File: src/rtl/hello_pkg.sv
// Shared HELLO routing definitions: TDEST codes and the demux packet-FSM encoding.
package hello_pkg;

  localparam int NUM_PORTS = 3;

  typedef enum logic [1:0] {
    ROUTE_FIFO = 2'd0,
    ROUTE_ADI  = 2'd1,
    ROUTE_DMA  = 2'd2,
    ROUTE_DROP = 2'd3
  } route_e;

  typedef enum logic [1:0] {
    ST_IDLE = 2'd0,
    ST_PASS = 2'd1,
    ST_DROP = 2'd2
  } pkt_state_e;

  function automatic logic is_drop(input logic [1:0] dest);
    return dest == ROUTE_DROP;
  endfunction

endpackage

File: src/rtl/axis_pipe_reg.sv
// Single-stage AXIS output register: holds one beat plus its destination port.
// A load and a drain in the same cycle replace the beat and keep valid high.
module axis_pipe_reg #(
  parameter int DATA_W = 64,
  parameter int USER_W = 32,
  parameter int PORT_W = 2
) (
  input  logic              AXIS_ACLK,
  input  logic              AXIS_ARESETN,
  input  logic              in_valid,
  output logic              in_ready,
  input  logic [DATA_W-1:0] in_data,
  input  logic              in_last,
  input  logic [USER_W-1:0] in_user,
  input  logic [PORT_W-1:0] in_port,
  output logic              out_valid,
  input  logic              out_ready,
  output logic [DATA_W-1:0] out_data,
  output logic              out_last,
  output logic [USER_W-1:0] out_user,
  output logic [PORT_W-1:0] out_port
);

  logic load;

  // Space is available when empty or when the held beat leaves this cycle.
  assign in_ready = !out_valid || out_ready;
  assign load     = in_valid && in_ready;

  // Payload only changes on a load, so it stays stable while stalled.
  always_ff @(posedge AXIS_ACLK or negedge AXIS_ARESETN) begin
    if (!AXIS_ARESETN) begin
      out_valid <= 1'b0;
      out_data  <= '0;
      out_last  <= 1'b0;
      out_user  <= '0;
      out_port  <= '0;
    end else if (load) begin
      out_valid <= 1'b1;
      out_data  <= in_data;
      out_last  <= in_last;
      out_user  <= in_user;
      out_port  <= in_port;
    end else if (out_ready) begin
      out_valid <= 1'b0;
    end
  end

endmodule

File: src/rtl/hello_demux.sv
// HELLO demux: routes AXIS packets from the router to one of three masters by
// first-beat TDEST, discards TDEST=3 packets, and counts packets per port.
module hello_demux
  import hello_pkg::*;
#(
  parameter int DATA_W = 64,
  parameter int USER_W = 32,
  parameter int CNT_W  = 16
) (
  input  logic              AXIS_ACLK,
  input  logic              AXIS_ARESETN,
  input  logic              S_AXIS_TVALID,
  output logic              S_AXIS_TREADY,
  input  logic [DATA_W-1:0] S_AXIS_TDATA,
  input  logic              S_AXIS_TLAST,
  input  logic [USER_W-1:0] S_AXIS_TUSER,
  input  logic [1:0]        S_AXIS_TDEST,
  output logic              M0_AXIS_TVALID,
  input  logic              M0_AXIS_TREADY,
  output logic [DATA_W-1:0] M0_AXIS_TDATA,
  output logic              M0_AXIS_TLAST,
  output logic [USER_W-1:0] M0_AXIS_TUSER,
  output logic              M1_AXIS_TVALID,
  input  logic              M1_AXIS_TREADY,
  output logic [DATA_W-1:0] M1_AXIS_TDATA,
  output logic              M1_AXIS_TLAST,
  output logic [USER_W-1:0] M1_AXIS_TUSER,
  output logic              M2_AXIS_TVALID,
  input  logic              M2_AXIS_TREADY,
  output logic [DATA_W-1:0] M2_AXIS_TDATA,
  output logic              M2_AXIS_TLAST,
  output logic [USER_W-1:0] M2_AXIS_TUSER,
  output logic [CNT_W-1:0]  PKT_CNT0,
  output logic [CNT_W-1:0]  PKT_CNT1,
  output logic [CNT_W-1:0]  PKT_CNT2,
  output logic [CNT_W-1:0]  DROP_CNT
);

  pkt_state_e                          state;
  logic [1:0]                          dest_q;
  logic [1:0]                          dest_eff;
  logic                                s_acc;
  logic                                s_drop;
  logic                                pipe_in_valid;
  logic                                pipe_in_ready;
  logic                                out_valid;
  logic                                out_last;
  logic [DATA_W-1:0]                   out_data;
  logic [USER_W-1:0]                   out_user;
  logic [1:0]                          out_port;
  logic                                sel_ready;
  logic [NUM_PORTS-1:0]                m_tready;
  logic [NUM_PORTS-1:0]                m_tvalid;
  logic [NUM_PORTS-1:0][CNT_W-1:0]     pkt_cnt;
  logic [CNT_W-1:0]                    drop_cnt;

  // First beat routes by its own TDEST; later beats follow the held route.
  assign dest_eff      = (state == ST_IDLE) ? S_AXIS_TDEST : dest_q;
  assign s_drop        = is_drop(dest_eff);
  assign S_AXIS_TREADY = pipe_in_ready;
  assign s_acc         = S_AXIS_TVALID && S_AXIS_TREADY;
  assign pipe_in_valid = S_AXIS_TVALID && !s_drop;

  assign m_tready = {M2_AXIS_TREADY, M1_AXIS_TREADY, M0_AXIS_TREADY};

  // Ready of whichever port currently owns the output register.
  always_comb begin
    sel_ready = 1'b0;
    case (out_port)
      2'd0:    sel_ready = m_tready[0];
      2'd1:    sel_ready = m_tready[1];
      2'd2:    sel_ready = m_tready[2];
      default: sel_ready = 1'b0;
    endcase
  end

  for (genvar p = 0; p < NUM_PORTS; p++) begin : g_vld
    assign m_tvalid[p] = out_valid && (out_port == 2'(p));
  end

  axis_pipe_reg #(
    .DATA_W (DATA_W),
    .USER_W (USER_W),
    .PORT_W (2)
  ) u_pipe (
    .AXIS_ACLK    (AXIS_ACLK),
    .AXIS_ARESETN (AXIS_ARESETN),
    .in_valid     (pipe_in_valid),
    .in_ready     (pipe_in_ready),
    .in_data      (S_AXIS_TDATA),
    .in_last      (S_AXIS_TLAST),
    .in_user      (S_AXIS_TUSER),
    .in_port      (dest_eff),
    .out_valid    (out_valid),
    .out_ready    (sel_ready),
    .out_data     (out_data),
    .out_last     (out_last),
    .out_user     (out_user),
    .out_port     (out_port)
  );

  // Packet FSM: latch the route on a non-last first beat, release on TLAST.
  always_ff @(posedge AXIS_ACLK or negedge AXIS_ARESETN) begin
    if (!AXIS_ARESETN) begin
      state  <= ST_IDLE;
      dest_q <= 2'd0;
    end else if (s_acc) begin
      case (state)
        ST_IDLE: begin
          if (!S_AXIS_TLAST) begin
            dest_q <= S_AXIS_TDEST;
            state  <= is_drop(S_AXIS_TDEST) ? ST_DROP : ST_PASS;
          end
        end
        default: begin
          if (S_AXIS_TLAST) state <= ST_IDLE;
        end
      endcase
    end
  end

  // Status counters: completed packets per master, discarded packets; all wrap.
  always_ff @(posedge AXIS_ACLK or negedge AXIS_ARESETN) begin
    if (!AXIS_ARESETN) begin
      pkt_cnt  <= '0;
      drop_cnt <= '0;
    end else begin
      for (int p = 0; p < NUM_PORTS; p++)
        if (m_tvalid[p] && m_tready[p] && out_last) pkt_cnt[p] <= pkt_cnt[p] + CNT_W'(1);
      if (s_acc && s_drop && S_AXIS_TLAST) drop_cnt <= drop_cnt + CNT_W'(1);
    end
  end

  assign M0_AXIS_TVALID = m_tvalid[0];
  assign M1_AXIS_TVALID = m_tvalid[1];
  assign M2_AXIS_TVALID = m_tvalid[2];
  assign M0_AXIS_TDATA  = out_data;
  assign M1_AXIS_TDATA  = out_data;
  assign M2_AXIS_TDATA  = out_data;
  assign M0_AXIS_TLAST  = out_last;
  assign M1_AXIS_TLAST  = out_last;
  assign M2_AXIS_TLAST  = out_last;
  assign M0_AXIS_TUSER  = out_user;
  assign M1_AXIS_TUSER  = out_user;
  assign M2_AXIS_TUSER  = out_user;
  assign PKT_CNT0       = pkt_cnt[0];
  assign PKT_CNT1       = pkt_cnt[1];
  assign PKT_CNT2       = pkt_cnt[2];
  assign DROP_CNT       = drop_cnt;

endmodule

File: config.mk
export PLATFORM = sky130hd
export DESIGN_NAME = hello_demux
export DESIGN_NICKNAME = d
export VERILOG_FILES = /design/src/rtl/hello_pkg.sv /design/src/rtl/axis_pipe_reg.sv /design/src/rtl/hello_demux.sv
export SDC_FILE = /design/constraint.sdc
export NUM_CORES = 1
export LEC_CHECK = 0
export BUFFER_PORTS_ARGS = -buffer_cell sky130_fd_sc_hd__buf_2
export CAP_MARGIN = 25
export CORE_AREA = 2 2 183 185
export DETAILED_ROUTE_END_ITERATION = 6
export DIE_AREA = 0 0 185 187
export GPL_ROUTABILITY_DRIVEN = 0
export PLACE_DENSITY = 0.55
export SYNTH_ARGS = -nofsm -noshare
export SYNTH_HDL_FRONTEND = slang
export SYNTH_SLANG_ARGS = --single-unit
File: constraint.sdc
create_clock -name AXIS_ACLK -period 2.65 [get_ports AXIS_ACLK]
set_input_delay 0.265 -clock AXIS_ACLK [delete_from_list [all_inputs] [get_ports AXIS_ACLK]]
set_output_delay 0.265 -clock AXIS_ACLK [all_outputs]
set_load 0.03 [all_outputs]
# Word level (Yosys, flattened, before mapping)

Cells that the tools add are included.
W data, S select, Z words.

Bits in registers: 168
Bits in latches: 0
Memory bits (writable): 0
Bits in read-only memories: 0
Bits of input ports: 105
Output and inout port bits: 359
Word-level logic and storage cells: 52
Memories: 0

$add $sub $neg: 4
Multipliers: 0
Div/mod/pow operators: 0
$lt $le $gt $ge: 0
Eq/ne operators: 5
Shifts and indexed selects: 0
Multiplexer cells: 8
Bitwise gates (word level): 1
Reduce and logical (&&, ||, !) cells: 23

Operators by type and width:

| cell                    | number |
|---|---|
| $add A16 B1 Y16 const B | 4 |
| $logic_and A1 B1 Y1     | 14 |
| $mux W2                 | 5 |
| $eq A2 B2 Y1 const B    | 3 |
| $reduce_and A3 Y1       | 2 |
| $logic_not A2 Y1        | 2 |
| $reduce_bool A2 Y1      | 2 |
| $pmux W1 S3             | 1 |
| $eq A2 B1 Y1 const B    | 1 |
| $logic_not A1 Y1        | 2 |
| $mux W1                 | 2 |
| $ne A2 B2 Y1 const B    | 1 |
| $logic_or A1 B1 Y1      | 1 |
| $not A1 Y1              | 1 |

# Depth between registers and ports, before layout

Depth after elaboration: 7
Depth in mapped cells: 8
Mapped depth without buffers: 5

# Cells and area by module

A second synthesis with hierarchy kept.

Cells, all modules: 684
Area total of the unflattened synthesis: 8,428.1 µm²

By module, submodules not included:

| module        | times used | cells an instance | area each (µm²) | seq. area each (µm²) |
|---|---|---|---|---|
| hello_demux   | 1          | 472               | 4,679.5         | 1,701.6 |
| axis_pipe_reg | 1          | 212               | 3,748.6         | 2,502.4 |

# Worst setup path before layout

OpenSTA, ideal clock, no wires.

Path kind: flip-flop to flip-flop
Start point: register u_pipe.out_port[1]
End point: register u_pipe.out_data[59]
Data arrival time: 1,806 ps
Data required time: 2,525 ps
Setup slack: 719 ps
Stages on the path, launching flop included: 8
Buffers on the path: 3
Clock period less this slack: 1,931 ps
Path through: dfrtp_1 mux2_4 o221a_1 and2_4 buf_6 buf_8 buf_6 mux2_4

Word-level cells in the longest chain between the ends: 4
Elaborated cells between the ends (all ways): 6

RTL lines:

| item                                       | RTL line            | RTL |
|---|---|---|
| start: declaration                         | axis_pipe_reg.sv:21 | `output logic [PORT_W-1:0] out_port` |
| start signal: assignment                   | axis_pipe_reg.sv:43 | `out_port <= in_port;` |
| $eq A2 B2 Y1, or another cell as far along | hello_demux.sv:69   | `case (out_port)` |
| $pmux W1 S3 *                              | hello_demux.sv:69   |  |
| $logic_or A1 B1 Y1 *                       | axis_pipe_reg.sv:27 | `assign in_ready = !out_valid \|\| out_ready;` |
| $logic_and A1 B1 Y1 *                      | axis_pipe_reg.sv:28 | `assign load = in_valid && in_ready;` |
| end signal: assignment                     | axis_pipe_reg.sv:40 | `out_data <= in_data;` |
| end: declaration                           | axis_pipe_reg.sv:18 | `output logic [DATA_W-1:0] out_data,` |

Every way passes the cells marked *; elsewhere a longest branch is shown, timed or not.
A chain may end at the register's enable or synchronous reset.

# Worst setup path after layout

Start point: register state[1]
End point: register u_pipe.out_data[29]

Word-level cells in the longest chain between the ends: 6

RTL lines:

| item                     | RTL line            | RTL |
|---|---|---|
| start: declaration       | hello_demux.sv:39   | `pkt_state_e state;` |
| start signal: assignment | hello_demux.sv:112  | `state <= is_drop(S_AXIS_TDEST) ? ST_DROP : ST_PASS;` |
| $logic_not A2 Y1         | hello_demux.sv:58   | `assign dest_eff = (state == ST_IDLE) ? S_AXIS_TDEST : dest_q;` |
| $mux W2                  | hello_demux.sv:58   |  |
| $eq A2 B2 Y1             | hello_pkg.sv:20     | `return dest == ROUTE_DROP;` |
| $logic_not A1 Y1         | hello_demux.sv:62   | `assign pipe_in_valid = S_AXIS_TVALID && !s_drop;` |
| $logic_and A1 B1 Y1      | hello_demux.sv:62   |  |
| $logic_and A1 B1 Y1      | axis_pipe_reg.sv:28 |  |

Every way passes these cells.

==> results by group <==
Yosys
  • Synth Register Bits: 168
  • Netlist cell types: 40
  • Synth Area in Compound Gates: 1.16%
  • Async set-reset flop share out of synthesis: 100%
  • Simple-gate area share of the yosys netlist: 8.12%
  • Post-Syn Area: 8490 µm²
  • Sequential area share after synthesis: 49.5%
  • Mux share of post-synthesis cell area: 15.5%
  • Synthesis warning total: 0
  • Adder-Cell Fraction of Synth Area: 0.589%
  • Synth Area per Inst: between 10 and 15 µm²
  • Post-synth top flop: dfrtp_1
  • XOR/XNOR Fraction of Synth Area: around 6.2%
  • Post-synth EDFFs: 0
  • Syn Nets: 810
  • Yosys top cell by area: dfrtp_1
  • Post-synth top area share: 49.5%
  • Post-synthesis cell count: between 700 and 800
  • Area contributors post-synth: dfrtp_1 49%, buf_4 17%, mux2_2 9.7%
  • Largest family of logic cells by synthesized area: buffers and inverters

Setup path
  • CP Capture Type: flop
  • CP startpoint: state[1]$_DFFE_PN0P_
  • Required @ worst endpoint: 2.97 ns
  • Worst-path maximum fanout: 55
  • R2R Path Start: state[1]$_DFFE_PN0P_
  • Crit start category: flop
  • WP data arrival: between 2 and 3 ns
  • Worst Reg-to-Reg Cells: 5
  • Kind of critical path: flop to flop

Drt
  • Wire per inst: 16.1 µm
  • Post-Route WL: 23200 µm
  • Routed Antenna Nets: 0
  • Via Count: 5969
  • Drt first pass iters: 4
  • Starting DRT DRC Count: 181
  • Vias per inst: about 4.1
  • Post-route DRC: 0

Layout
  • Fill cell count: about 3400
  • Area growth syn-to-layout: 23.4%
  • Layout cells sized above 1: 61.0%
  • Final nets: between 1000 and 1500
  • Ant diodes: 0

Floorplanning
  • Chip height: 187 µm
  • Die area: 34600 µm²
  • Starting Density: 25.8%
  • Standard cell core area: 32900 µm²
  • Rows: 67
  • IO Count: ~460
  • Die X-Extent: 185 µm

Clock tree
  • Clk buf depth: 2
  • CTS sink cnt: roughly 170
  • CTS tree: done
  • Setup bufs post-CTS: 0
  • Clock transition at path regs: 0.07 ns
  • Worst skew pair latency: 0.44 ns
  • Total CTS buffers: 17
  • CTS root buf: clkbuf_16
  • H-tree lvl count: 4

GRT
  • Total grt overflow: 0
  • Initial antenna violation count: 1
  • Largest net degree at the start of global routing: 63
  • GRT Util Overall: 13.2%
  • Vias in the first global route: 5683
  • First-pass GRT wire length: 34100 µm

STA
  • Fin. Hold Viols: 0
  • Slew HR: 63.6%
  • Number of setup violations in the final report: 0
  • Unrepaired setup endpoints after global routing: no
  • Worst Max-Slew Pin Slew: about 0.55 ns
  • Final TNS setup: 0 ns
  • Final min period: 2.19 ns
  • Final period util: 82.8%
  • Fmax: 456 MHz
  • Worst Skew: 0.0111 ns
  • Count of pins over their slew limit: 0

Flow run
  • Max Cap Violations: 0

Placement
  • Input/output buffers: 463
  • Post-DP HPWL: about 18000 µm

Status
  • Status: finished clean

Worst hold path
  • Min-Delay Path Class: primary input to flop
  • Hold Startpoint: S_AXIS_TDATA[27]
  • Hold Path Depth: 2
[placed cells by master (no fill, tap or decap), types with 2 or more instances in the layout]
cell / instances
inv_6: 2
clkbuf_8: 4
buf_4: 2
and4_1: 4
mux2_2: 73
xnor2_1: 34
and2_1: 10
buf_12: 4
ha_1: 4
a21oi_1: 9
inv_1: 9
clkbuf_16: 17
nand3_1: 18
xor2_1: 26
nor2_1: 13
dfrtp_1: 168
buf_2: 462
and3_1: 9
clkinv_2: 4
nand2_1: 22
nor4_1: 6
clkinv_4: 2
nor3_1: 15
nand4_1: 19
mux2_4: 31
mux2i_1: 3
[routing by layer]
metal	GRT usage, %	share of wire [%]
met5	0	0.056
met2	22.5	50
met4	4.40	1.3
met1	16.1	42
met3	3.62	6.5
[path summary, 6_finish.rpt]
kind	end	slack, ns
setup reg to reg	u_pipe.out_data[29]$_DFFE_PN0P_	0.46
setup / recovery	u_pipe.out_data[29]$_DFFE_PN0P_	0.46
min in group asynchronous	PKT_CNT1[2]$_DFFE_PN0P_	0.36
hold reg to reg	PKT_CNT0[15]$_DFFE_PN0P_	0.46
hold / removal	u_pipe.out_data[27]$_DFFE_PN0P_	0.05
max in group asynchronous	u_pipe.out_data[31]$_DFFE_PN0P_	1.56
[synth_stat cells (3+ instances only)]
cell,n
buf_4,194
dfrtp_1,168
mux2_2,73
xnor2_1,34
mux2_4,31
xor2_1,26
nand2_1,22
nand4_1,19
nand3_1,18
nor3_1,15
nor2_1,13
and2_1,10
a21oi_1,9
and3_1,9
inv_1,9
buf_2,8
nor4_1,6
and4_1,4
buf_6,4
clkbuf_1,4
ha_1,4
mux2i_1,3
[area by class of cell]
class                   count  area (µm²)  area share, %
clock buffers              22         484           4.62
multi-input cells         312        2680           25.6
repair buffers            470        2430           23.2
well taps                 448         561           5.35
clock inverters            10        92.6          0.883
inverters                   9        33.8          0.322
flip-flops and latches    168        4200           40.1
[logic make-up (layout without fill, tap and decap cells)]
group | Yosys count | count (layout)
AOI/OAI and AO/OA | 15 | 15
DFF | 168 | 168
buffers and inverters | 221 | 511
and+or+nand+nor | 126 | 126
xor gates and xnor gates | 60 | 60
adders and majority gates | 4 | 4
muxes | 107 | 107
[per-stage QoR]
stage | setup WS [ns] | cells | hold WS (ns) | instance area [µm²] | utilization, %
global placement | 0.532 | 1406 | 0.292 | 9900 | 30.1
floorplan | 0.719 | 701 | -0.0306 | 8490 | -
detailed placement | 0.474 | 1406 | 0.280 | 9900 | 30.1
global route | 0.335 | 1439 | 0.0163 | 10500 | 31.9
finish | 0.456 | 1439 | 0.0454 | 10500 | 31.9
CTS | 0.469 | 1439 | 0.0124 | 10500 | 31.9
[critical path, stage by stage, from the launching register on]
cell,delay [ns]
dfrtp_1,0.42
o211ai_1,0.34
and2_1,0.31
and2_4,0.29
buf_12,0.30
mux2_2,0.37
[what timing repair did]
| item | in CTS | in global routing |
|---|---|---|
| hold buffers | 1 | 0 |
| endpoints found under the hold margin | 51 | 0 |
| gates resized for setup | 0 | 0 |
[state kept, by name (all words and copies together) (netlist names)]
register          cells
dest_q                2
u_pipe.out_valid      1
PKT_CNT2             16
state                 2
u_pipe.out_data      64
PKT_CNT1             16
u_pipe.out_last       1
PKT_CNT0             16
DROP_CNT             16
u_pipe.out_user      32
u_pipe.out_port       2
Power is not shown: default switching activity piles up to over one toggle a cycle in this logic, so the estimate is an artifact.
